[src/rtl/lsb_queue_if.sv]
// Memory-controller port of the load/store queue: one request in flight, completed by mem_done.
interface lsb_queue_if;
  logic        mem_req;
  logic        mem_we;
  logic [31:0] mem_addr;
  logic [2:0]  mem_len;
  logic [31:0] mem_wdata;
  logic        mem_done;
  logic [31:0] mem_rdata;

  modport master (
    output mem_req, mem_we, mem_addr, mem_len, mem_wdata,
    input  mem_done, mem_rdata
  );
  modport slave (
    input  mem_req, mem_we, mem_addr, mem_len, mem_wdata,
    output mem_done, mem_rdata
  );
endinterface

[src/rtl/lsb_queue.sv]
// In-order load/store queue: head entry issues to memory, loads broadcast on the CDB, committed stores survive a flush.
// Optional macro LSB_IO_ORDER_EN: loads to addr[17:16]==2'b11 wait until their tag reaches the ROB head.
module lsb_queue #(
  parameter int DEPTH = 16,
  parameter int TAG_W = 4
) (
  input  logic               clk,
  input  logic               rst,
  input  logic               rdy,
  input  logic               clear,
  input  logic               in_valid,
  input  logic [3:0]         in_op,
  input  logic [31:0]        in_base,
  input  logic [31:0]        in_imm,
  input  logic [31:0]        in_data,
  input  logic [TAG_W-1:0]   in_tag,
  output logic               full,
  input  logic               commit,
  input  logic [TAG_W-1:0]   rob_head_tag,
  lsb_queue_if.master        mem,
  output logic               cdb_valid,
  output logic [TAG_W-1:0]   cdb_tag,
  output logic [31:0]        cdb_data
);
  localparam int PTR_W = $clog2(DEPTH);

  typedef enum logic [1:0] {IDLE, WAIT, DRAIN} state_t;

  state_t           state;
  logic [3:0]       op_q   [DEPTH];
  logic [31:0]      addr_q [DEPTH];
  logic [31:0]      data_q [DEPTH];
  logic [TAG_W-1:0] tag_q  [DEPTH];
  logic [PTR_W-1:0] head, tail, head_n;
  logic [PTR_W:0]   count, cstore, count_n, cstore_n;

  logic [3:0]       h_op;
  logic [31:0]      h_addr, h_data, wdata_m, rdata_x;
  logic [TAG_W-1:0] h_tag;
  logic [2:0]       len;
  logic             h_legal, h_eligible, io_ok;
  logic             enq, deq, store_done, issue;

  assign full = (count >= (PTR_W+1)'(DEPTH - 1));

`ifdef LSB_IO_ORDER_EN
  assign io_ok = (h_addr[17:16] != 2'b11) || (h_tag == rob_head_tag);
`else
  logic unused_rob_tag;
  assign unused_rob_tag = ^rob_head_tag;
  assign io_ok = 1'b1;
`endif

  always_comb begin
    h_op    = op_q[head];
    h_addr  = addr_q[head];
    h_data  = data_q[head];
    h_tag   = tag_q[head];
    h_legal = h_op[3] ? (h_op[2:0] inside {3'd0, 3'd1, 3'd2})
                      : (h_op[2:0] inside {3'd0, 3'd1, 3'd2, 3'd4, 3'd5});
    h_eligible = h_legal && (h_op[3] ? (cstore != '0) : io_ok);

    case (h_op[1:0])
      2'b00:   begin len = 3'd1; wdata_m = {24'b0, h_data[7:0]};  end
      2'b01:   begin len = 3'd2; wdata_m = {16'b0, h_data[15:0]}; end
      default: begin len = 3'd4; wdata_m = h_data;                end
    endcase
    // funct3[2] selects zero extension (BU/HU).
    case (h_op[1:0])
      2'b00:   rdata_x = {{24{mem.mem_rdata[7]  & ~h_op[2]}}, mem.mem_rdata[7:0]};
      2'b01:   rdata_x = {{16{mem.mem_rdata[15] & ~h_op[2]}}, mem.mem_rdata[15:0]};
      default: rdata_x = mem.mem_rdata;
    endcase

    store_done = (state == WAIT) && mem.mem_done && mem.mem_we;
    issue      = (state == IDLE) && !clear && (count != '0) && h_eligible;
    deq        = store_done
              || ((state == WAIT) && mem.mem_done && !mem.mem_we && !clear)
              || ((state == IDLE) && !clear && (count != '0) && !h_legal);
    enq        = in_valid && !clear && (count != (PTR_W+1)'(DEPTH));

    cstore_n = cstore + (PTR_W+1)'(commit) - (PTR_W+1)'(store_done);
    count_n  = count + (PTR_W+1)'(enq) - (PTR_W+1)'(deq);
    head_n   = head + PTR_W'(deq);
  end

  // NOTE: queue storage carries no reset; head/tail/count already mark every slot invalid after reset.
  always_ff @(posedge clk) begin
    if (rdy && enq) begin
      op_q[tail]   <= in_op;
      addr_q[tail] <= in_base + in_imm;
      data_q[tail] <= in_data;
      tag_q[tail]  <= in_tag;
    end
  end

  always_ff @(posedge clk or negedge rst) begin
    if (!rst) begin
      state         <= IDLE;
      head          <= '0;
      tail          <= '0;
      count         <= '0;
      cstore        <= '0;
      mem.mem_req   <= 1'b0;
      mem.mem_we    <= 1'b0;
      mem.mem_addr  <= '0;
      mem.mem_len   <= '0;
      mem.mem_wdata <= '0;
      cdb_valid     <= 1'b0;
      cdb_tag       <= '0;
      cdb_data      <= '0;
    end else if (rdy) begin
      head      <= head_n;
      cstore    <= cstore_n;
      cdb_valid <= 1'b0;
      // A flush keeps exactly the committed stores counted from the (post-dequeue) head.
      if (clear) begin
        tail  <= head_n + cstore_n[PTR_W-1:0];
        count <= cstore_n;
      end else begin
        tail  <= tail + PTR_W'(enq);
        count <= count_n;
      end

      case (state)
        IDLE: if (issue) begin
          state         <= WAIT;
          mem.mem_req   <= 1'b1;
          mem.mem_we    <= h_op[3];
          mem.mem_addr  <= h_addr;
          mem.mem_len   <= len;
          mem.mem_wdata <= wdata_m;
        end
        WAIT: if (mem.mem_done) begin
          state       <= IDLE;
          mem.mem_req <= 1'b0;
          if (!mem.mem_we && !clear) begin
            cdb_valid <= 1'b1;
            cdb_tag   <= h_tag;
            cdb_data  <= rdata_x;
          end
        end else if (clear && !mem.mem_we) begin
          state       <= DRAIN;
          mem.mem_req <= 1'b0;
        end
        DRAIN: if (mem.mem_done) state <= IDLE;
        default: state <= IDLE;
      endcase
    end
  end
endmodule

[src/flat_wrapper.sv]
// flat-port wrapper written by rule: the top's interface ports become plain ports
module lsb_queue_flat 
#(
  parameter int DEPTH = 16,
  parameter int TAG_W = 4
)
  (clk, rst, rdy, clear, in_valid, in_op, in_base, in_imm, in_data, in_tag, full, commit, rob_head_tag, cdb_valid, cdb_tag, cdb_data, mem_mem_req, mem_mem_we, mem_mem_addr, mem_mem_len, mem_mem_wdata, mem_mem_done, mem_mem_rdata);
  lsb_queue_if mem_i ();
  input  logic clk;
  input  logic rst;
  input  logic rdy;
  input  logic clear;
  input  logic in_valid;
  input  logic [3:0] in_op;
  input  logic [31:0] in_base;
  input  logic [31:0] in_imm;
  input  logic [31:0] in_data;
  input  logic [TAG_W-1:0] in_tag;
  output logic full;
  input  logic commit;
  input  logic [TAG_W-1:0] rob_head_tag;
  output logic cdb_valid;
  output logic [TAG_W-1:0] cdb_tag;
  output logic [31:0] cdb_data;
  output wire logic [$bits(mem_i.mem_req)-1:0] mem_mem_req;
  output wire logic [$bits(mem_i.mem_we)-1:0] mem_mem_we;
  output wire logic [$bits(mem_i.mem_addr)-1:0] mem_mem_addr;
  output wire logic [$bits(mem_i.mem_len)-1:0] mem_mem_len;
  output wire logic [$bits(mem_i.mem_wdata)-1:0] mem_mem_wdata;
  input wire logic [$bits(mem_i.mem_done)-1:0] mem_mem_done;
  input wire logic [$bits(mem_i.mem_rdata)-1:0] mem_mem_rdata;
  assign mem_mem_req = mem_i.mem_req;
  assign mem_mem_we = mem_i.mem_we;
  assign mem_mem_addr = mem_i.mem_addr;
  assign mem_mem_len = mem_i.mem_len;
  assign mem_mem_wdata = mem_i.mem_wdata;
  assign mem_i.mem_done = mem_mem_done;
  assign mem_i.mem_rdata = mem_mem_rdata;
  lsb_queue #(.DEPTH(DEPTH), .TAG_W(TAG_W)) u_core (.clk(clk), .rst(rst), .rdy(rdy), .clear(clear), .in_valid(in_valid), .in_op(in_op), .in_base(in_base), .in_imm(in_imm), .in_data(in_data), .in_tag(in_tag), .full(full), .commit(commit), .rob_head_tag(rob_head_tag), .mem(mem_i), .cdb_valid(cdb_valid), .cdb_tag(cdb_tag), .cdb_data(cdb_data));
endmodule
[config.mk]
export PLATFORM = sky130hd
export DESIGN_NAME = lsb_queue_flat
export DESIGN_NICKNAME = d
export VERILOG_FILES = /design/src/rtl/lsb_queue_if.sv /design/src/rtl/lsb_queue.sv /design/src/flat_wrapper.sv
export SDC_FILE = /design/constraint.sdc
export NUM_CORES = 1
export LEC_CHECK = 0
export CORE_MARGIN = 2
export CORE_UTILIZATION = 60
export CTS_CLUSTER_DIAMETER = 80
export DETAILED_ROUTE_END_ITERATION = 8
export PLACE_DENSITY = 0.8
export SETUP_SLACK_MARGIN = 0.5
export SYNTH_ARGS = -nofsm -noshare
export SYNTH_HDL_FRONTEND = slang
export SYNTH_SLANG_ARGS = --single-unit
[constraint.sdc]
create_clock -name clk -period 8.81 [get_ports clk]
set_clock_uncertainty 0.2 [all_clocks]
set_input_delay 2.2025 -clock clk [delete_from_list [all_inputs] [get_ports clk]]
set_output_delay 2.2025 -clock clk [all_outputs]
set_load 0.02 [all_outputs]
==> impl_metrics.toml, run 1 <==
[logic_synthesis]
synth_ff_type = "edfxtp_1"
synth_area_leaders = "edfxtp_1 (69%), mux4_2 (16%), dfrtp_1 (6.2%)"
synth_top_area_share_pct = 68.54
synth_cell_types = 58
synthesis.nets = 2614
synthArstFlopShare_pct = 9.859
ys_ff_latch = 1278
syn-instance-count = 2410
avgSynthCellArea_um2 = 20.94
syn-cell-area_um2 = 50470
synth_most_common_cell = "edfxtp_1"
yosys.area.top_type = "edfxtp_1"
synth_edf_count = 1152
yosysSeqAreaShare_pct = 74.79
ys_top_cells_by_count = "edfxtp_1 (1152), mux4_2 (359), nand2_1 (149), dfrtp_1 (126), a21oi_1 (71)"
ys_warn_count = 0

[die]
die_w_um = 294.0
die_area_um2 = 86450
core-area_um2 = 83420
start_util_pct = 60.50
io_pins = 254
die_y_um = 294.0
rows = 106

[cts]
h-tree-depth = 3
cts.hold.buffers_added = 0
cts_buffers = 118
cts_setup_buffers = 0
cts-root-buf = "clkbuf_16"
clock_latency_ns = 0.71
cts_tree = "yes"
cts_resized = 0
path_clk_slew_ns = 0.06
cts_sinks = 1278
clockBufferDepth = 3

[worst_setup_path]
r2r_slack_ns = 3.06
worstRegToRegCells = 19
cp-end-kind = "flop"
crit_chain = "buf_4 -> mux4_2 -> mux4_2 -> a21oi_1 -> a21o_1 -> or3_1 -> a21oi_1 -> ha_1 -> inv_1 -> ha_1 -> inv_1 -> fa_1 -> inv_1 -> a21oi_1 -> o21bai_1 -> xnor2_1 -> nor2_1 -> a21oi_1 -> a21oi_1"
arrival_ns = 6.08
critPathBufInv = 4
crit_path_start_kind = "flop"
crit_type = "reg2reg"
critical_path.top_delay_family = "multiplexers"
cpPeakStageDelay_ns = 0.98
cp_max_fo = 44
required_ns = 9.14
critPathMostFrequentCell = "a21oi_1"
cp.depth = 19
slowest_stage = "dfrtp_4"

[final_layout]
multiInputGateArea_um2 = 12310
area_delta_synth_final_pct = 15.90
final_net_count = 2912
fill_cells = 4737
drive_above_1_share_pct = 21.99
seq_area_um2 = 37760

[power]
powerDensity_nw_per_um2 = 307.2
power.leakage_nw = 19.29
ir_drop_mv = 0.2284

[global_route]
grt_usage_pct = 28.29
grt_pass1_vias = 26860
grt_max_degree = 120
overflow = 0
grt_pass1_wl_mm = 177.1
antenna_found_initial = 5

[drt]
wl_per_cell_um = 30.77
drt_pass1_iterations = 7
wirelength_mm = 119.8
ant_nets = 0
drtIter0Drc = 2966
vias = 25710
drc = 0
viasPerCell = 6.602

[sta]
relSlewSlack_pct = 12.50
setup_slack_ns = 3.059
slew_violations = 0
setup_violations = 0
max_freq_ghz = 0.1739
rsz0062_at_grt = "no"
finalCritPeriodShare_pct = 65.27
finalHoldViolations = 0
fin_tns_setup_ns = 0
min_period_ns = 5.751
worstMarginPinSlew_ns = 1.308

[placed_design]
routabilityCongestion = 0.8360
pre_cts_ws_ns = 2.516
place.port_buffers = 249
dp_hpwl_mm = 60.48

[job]
cap_violations = 0

[run_status]
outcome = "finished, final reports clean"

[hold_path]
whs_path_depth = 2
hold_class = "reg2reg"
where the power goes:
group | total [mW] | switching [mW] | internal, mW
sequential | 7.60 | 0.431 | 7.17
combinational | 5.16 | 2.64 | 2.53
clock | 5.21 | 2.26 | 2.95
total | 18.0 | 5.32 | 12.6
area by class of cell:
cell class | count | share of cell area, %
flip-flops and latches | 1278 | 64.56
inverters | 34 | 0.2182
multi-input cells | 981 | 21.05
clock inverters | 65 | 1.375
clock buffers | 158 | 5.410
well taps | 1080 | 2.310
repair buffers | 295 | 5.067
diodes | 3 | 0.01283
worst reg2reg max path: stages (launching register included):
cell,delay [ns]
dfrtp_4,0.98
buf_4,0.84
mux4_2,0.69
mux4_2,0.59
a21oi_1,0.22
a21o_1,0.17
or3_1,0.12
a21oi_1,0.12
ha_1,0.29
inv_1,0.06
ha_1,0.15
inv_1,0.07
fa_1,0.42
inv_1,0.07
a21oi_1,0.06
o21bai_1,0.17
xnor2_1,0.14
nor2_1,0.05
a21oi_1,0.14
a21oi_1,0.08
layout by cell type (no fill, tap or decap), types with 6 or more instances in the layout:
master and instances:
xnor2_1 16, nand2_1 149, ha_1 53, edfxtp_1 1152, bufinv_16 14, mux2_1 40
clkbuf_16 119, a21oi_1 71, a21o_1 16, mux4_2 359, nand3_1 21, buf_4 36
nand4_1 9, and3_1 8, buf_12 10, clkdlybuf4s50_1 248, xor2_1 16, clkinv_2 15
inv_1 34, nor2_1 52, o21a_1 6, o21ai_0 21, mux2i_1 6, clkinv_1 20
clkbuf_1 35, nor2_4 12, nand3_2 8, dfrtp_1 122, o21ai_1 31
final timing paths:
check	startpoint	endpoint
min in group asynchronous	rst	u_core.cdb_data[0]
worst max-delay path	u_core.head[0]	u_core.count[4]
worst max register to register	u_core.head[0]	u_core.count[4]
max in group asynchronous	rst	u_core.mem.mem_addr[29]
worst min-delay path	u_core.cdb_data[0]	u_core.cdb_data[0]
worst min register to register	u_core.cdb_data[0]	u_core.cdb_data[0]
layer usage:
metal,global-route usage [%],routed length [um]
met1,38.16,44180
met2,48.44,62200
met4,8.201,3035
met5,0,21
met3,4.494,10380
kinds of logic after synthesis:
logic type | Yosys count | share of synthesized area (%)
adders and majority gates | 57 | 1.473
muxes | 409 | 17.12
AOI/OAI and AO/OA | 183 | 2.150
xor gates and xnor gates | 39 | 0.6768
and+or+nand+nor | 293 | 2.576
buffers and inverters | 151 | 1.212
DFF | 1278 | 74.79
flip-flops by register name, summed over array words and instances (netlist names), 5 cells and up:
signal	flops
u_core.addr_q	512
u_core.cdb_data	32
u_core.count	5
u_core.cstore	5
u_core.data_q	512
u_core.mem.mem_addr	32
u_core.mem.mem_wdata	32
u_core.op_q	64
u_core.tag_q	64
through the flow:
step	instance area (um^2)	hold slack [ns]	cells	util (%)	total power, mW
after floorplan	50490	0.2826	2410	-	11.13
after global routing	58490	0.3169	3893	70.11	18.64
after detailed placement	54460	0.2733	3668	65.29	12.83
after global placement	54460	0.2583	3668	65.29	12.67
after CTS	58430	0.2873	3891	70.04	18.08
final	58490	0.2822	3894	70.12	17.97
Power figures use the tool's default switching activity.
==> run 2: changes to the inputs <==
==> constraint.sdc (replaced) <==
create_clock -name clk -period 5.84 [get_ports clk]
set_clock_uncertainty 0.2 [all_clocks]
set_input_delay 1.46 -clock clk [delete_from_list [all_inputs] [get_ports clk]]
set_output_delay 1.46 -clock clk [all_outputs]
set_load 0.02 [all_outputs]
==> run 2 against run 1 <==
Against the previous run:
- setup slack got worse by 1.9 ns
- via count rose by 0.42%
- worst hold slack got worse by 0.0076 ns
==> impl_metrics.toml, run 2 (synthesized netlist as in run 1, its figures left out) <==
[worst_setup_path]
cp-end-kind = "flop"
required_ns = 5.94
crit_type = "in2reg"
crit_path_start_kind = "input pin"
arrival_ns = 4.81
cp_max_fo = 16
r2r_slack_ns = 1.21

[die]
io_pins = 254
core-area_um2 = 83420
die_y_um = 294.0
rows = 106
die_area_um2 = 86450
start_util_pct = 60.50
die_w_um = 294.0

[drt]
drt_pass1_iterations = 5
viasPerCell = 6.607
wirelength_mm = 118.6
wl_per_cell_um = 30.36
vias = 25820
drc = 0
ant_nets = 0
drtIter0Drc = 2919

[cts]
cts_sinks = 1278
cts_resized = 0
cts_buffers = 116
h-tree-depth = 3
clockBufferDepth = 3
clock_latency_ns = 0.68
cts_setup_buffers = 0
cts.hold.buffers_added = 0
cts_tree = "yes"
cts-root-buf = "clkbuf_16"
path_clk_slew_ns = 0.06

[global_route]
antenna_found_initial = 5
grt_usage_pct = 28.01
grt_pass1_wl_mm = 175.1
grt_pass1_vias = 26590
overflow = 0
grt_max_degree = 99

[sta]
slew_violations = 0
hold_ws_ns = 0.2746
max_freq_ghz = 0.2121
setup_violations = 0
min_period_ns = 4.715
rsz0062_at_grt = "no"
finalHoldViolations = 0
setup_slack_ns = 1.125
relSlewSlack_pct = 15.60
worstMarginPinSlew_ns = 1.257
finalCritPeriodShare_pct = 80.74
fin_tns_setup_ns = 0

[power]
powerDensity_nw_per_um2 = 458.8
pwr-share-seq_pct = 42.4
power.total_mw = 26.88
power_frac_comb_pct = 29.2
swShare_pct = 29.40
p_int_mw = 18.98
power.leakage_nw = 19.37
clockPowerShare_pct = 28.4
ir_drop_mv = 0.3098
p_sw_mw = 7.902

[placed_design]
pre_cts_ws_ns = 0.4853
dp_hpwl_mm = 57.99
routabilityCongestion = 0.8699
dpl_cell_area_um2 = 54720
dp.cells = 3685
place.port_buffers = 249

[final_layout]
final_net_count = 2927
drive_above_1_share_pct = 22.80
final_cells = 3907
largestRegisters = "u_core.addr_q: 512 flops, u_core.data_q: 512 flops"
layout_commonest_cell = "edfxtp_1"
final_cell_area_um2 = 58590
area_delta_synth_final_pct = 16.08
final_cell_mix = "edfxtp_1 (1152), mux4_2 (359), clkdlybuf4s50_1 (248)"
utilization_pct = 70.23

[job]
cap_violations = 0

[run_status]
outcome = "finished, final reports clean"

[hold_path]
hold_class = "reg2reg"
==> run 2: cell count changes in the layout (fill, tap and decap cells not counted), sizes merged <==
cell / before / now
buf: 47 / 64
clkinv: 43 / 36
bufinv: 14 / 8
inv: 36 / 42
clkbuf: 158 / 161
==> run 2: path summary, 6_finish.rpt <==
check / from / cells past startpoint / end
max in group asynchronous: rst / 2 / u_core.head[1]
hold / removal: u_core.cdb_data[0] / 2 / u_core.cdb_data[0]
hold reg to reg: u_core.cdb_data[0] / 2 / u_core.cdb_data[0]
setup / recovery: in_base[0] / 10 / u_core.addr_q[6][24]
min in group asynchronous: rst / 1 / u_core.cdb_data[1]
setup reg to reg: u_core.head[1] / 18 / u_core.count[4]
==> run 2: area by class of cell <==
cell class,instances,area (um^2)
multi-input combinational,981,12270
sequential,1278,37760
antenna,3,7.507
timing repair buffer,312,3217
inverter,34,127.6
tap,1080,1351
clock buffer,161,3306
fill,4736,24840
clock inverter,58,549.3
==> run 2: worst max-delay path, stage by stage <==
cell and delay (ns):
clkdlybuf4s50_1 0.46, ha_1 0.31, inv_1 0.10, fa_1 0.41, nor2b_1 0.17, o2111ai_1 0.16, a21oi_1 0.22, nor4_1 0.11
o31a_1 0.40, o211ai_1 1.01
==> run 2: power by group through the flow <==
| stage | clock [mW] | combinational, mW | sequential [mW] |
|---|---|---|---|
| floorplan | 0 | 5.11 | 11.7 |
| global placement | 0 | 7.56 | 11.5 |
| detailed placement | 0 | 7.79 | 11.6 |
| CTS | 7.72 | 7.93 | 11.4 |
| global route | 8.03 | 8.39 | 11.5 |
| finish | 7.63 | 7.84 | 11.4 |
==> run 2: routing by layer <==
layer	up-vias	share of wire (%)	track usage, %
li1	10520	-	-
met1	13580	37	37.89
met2	1492	52	48.16
met3	225	8.3	4.162
met4	6	2.6	7.952
met5	-	0.038	0
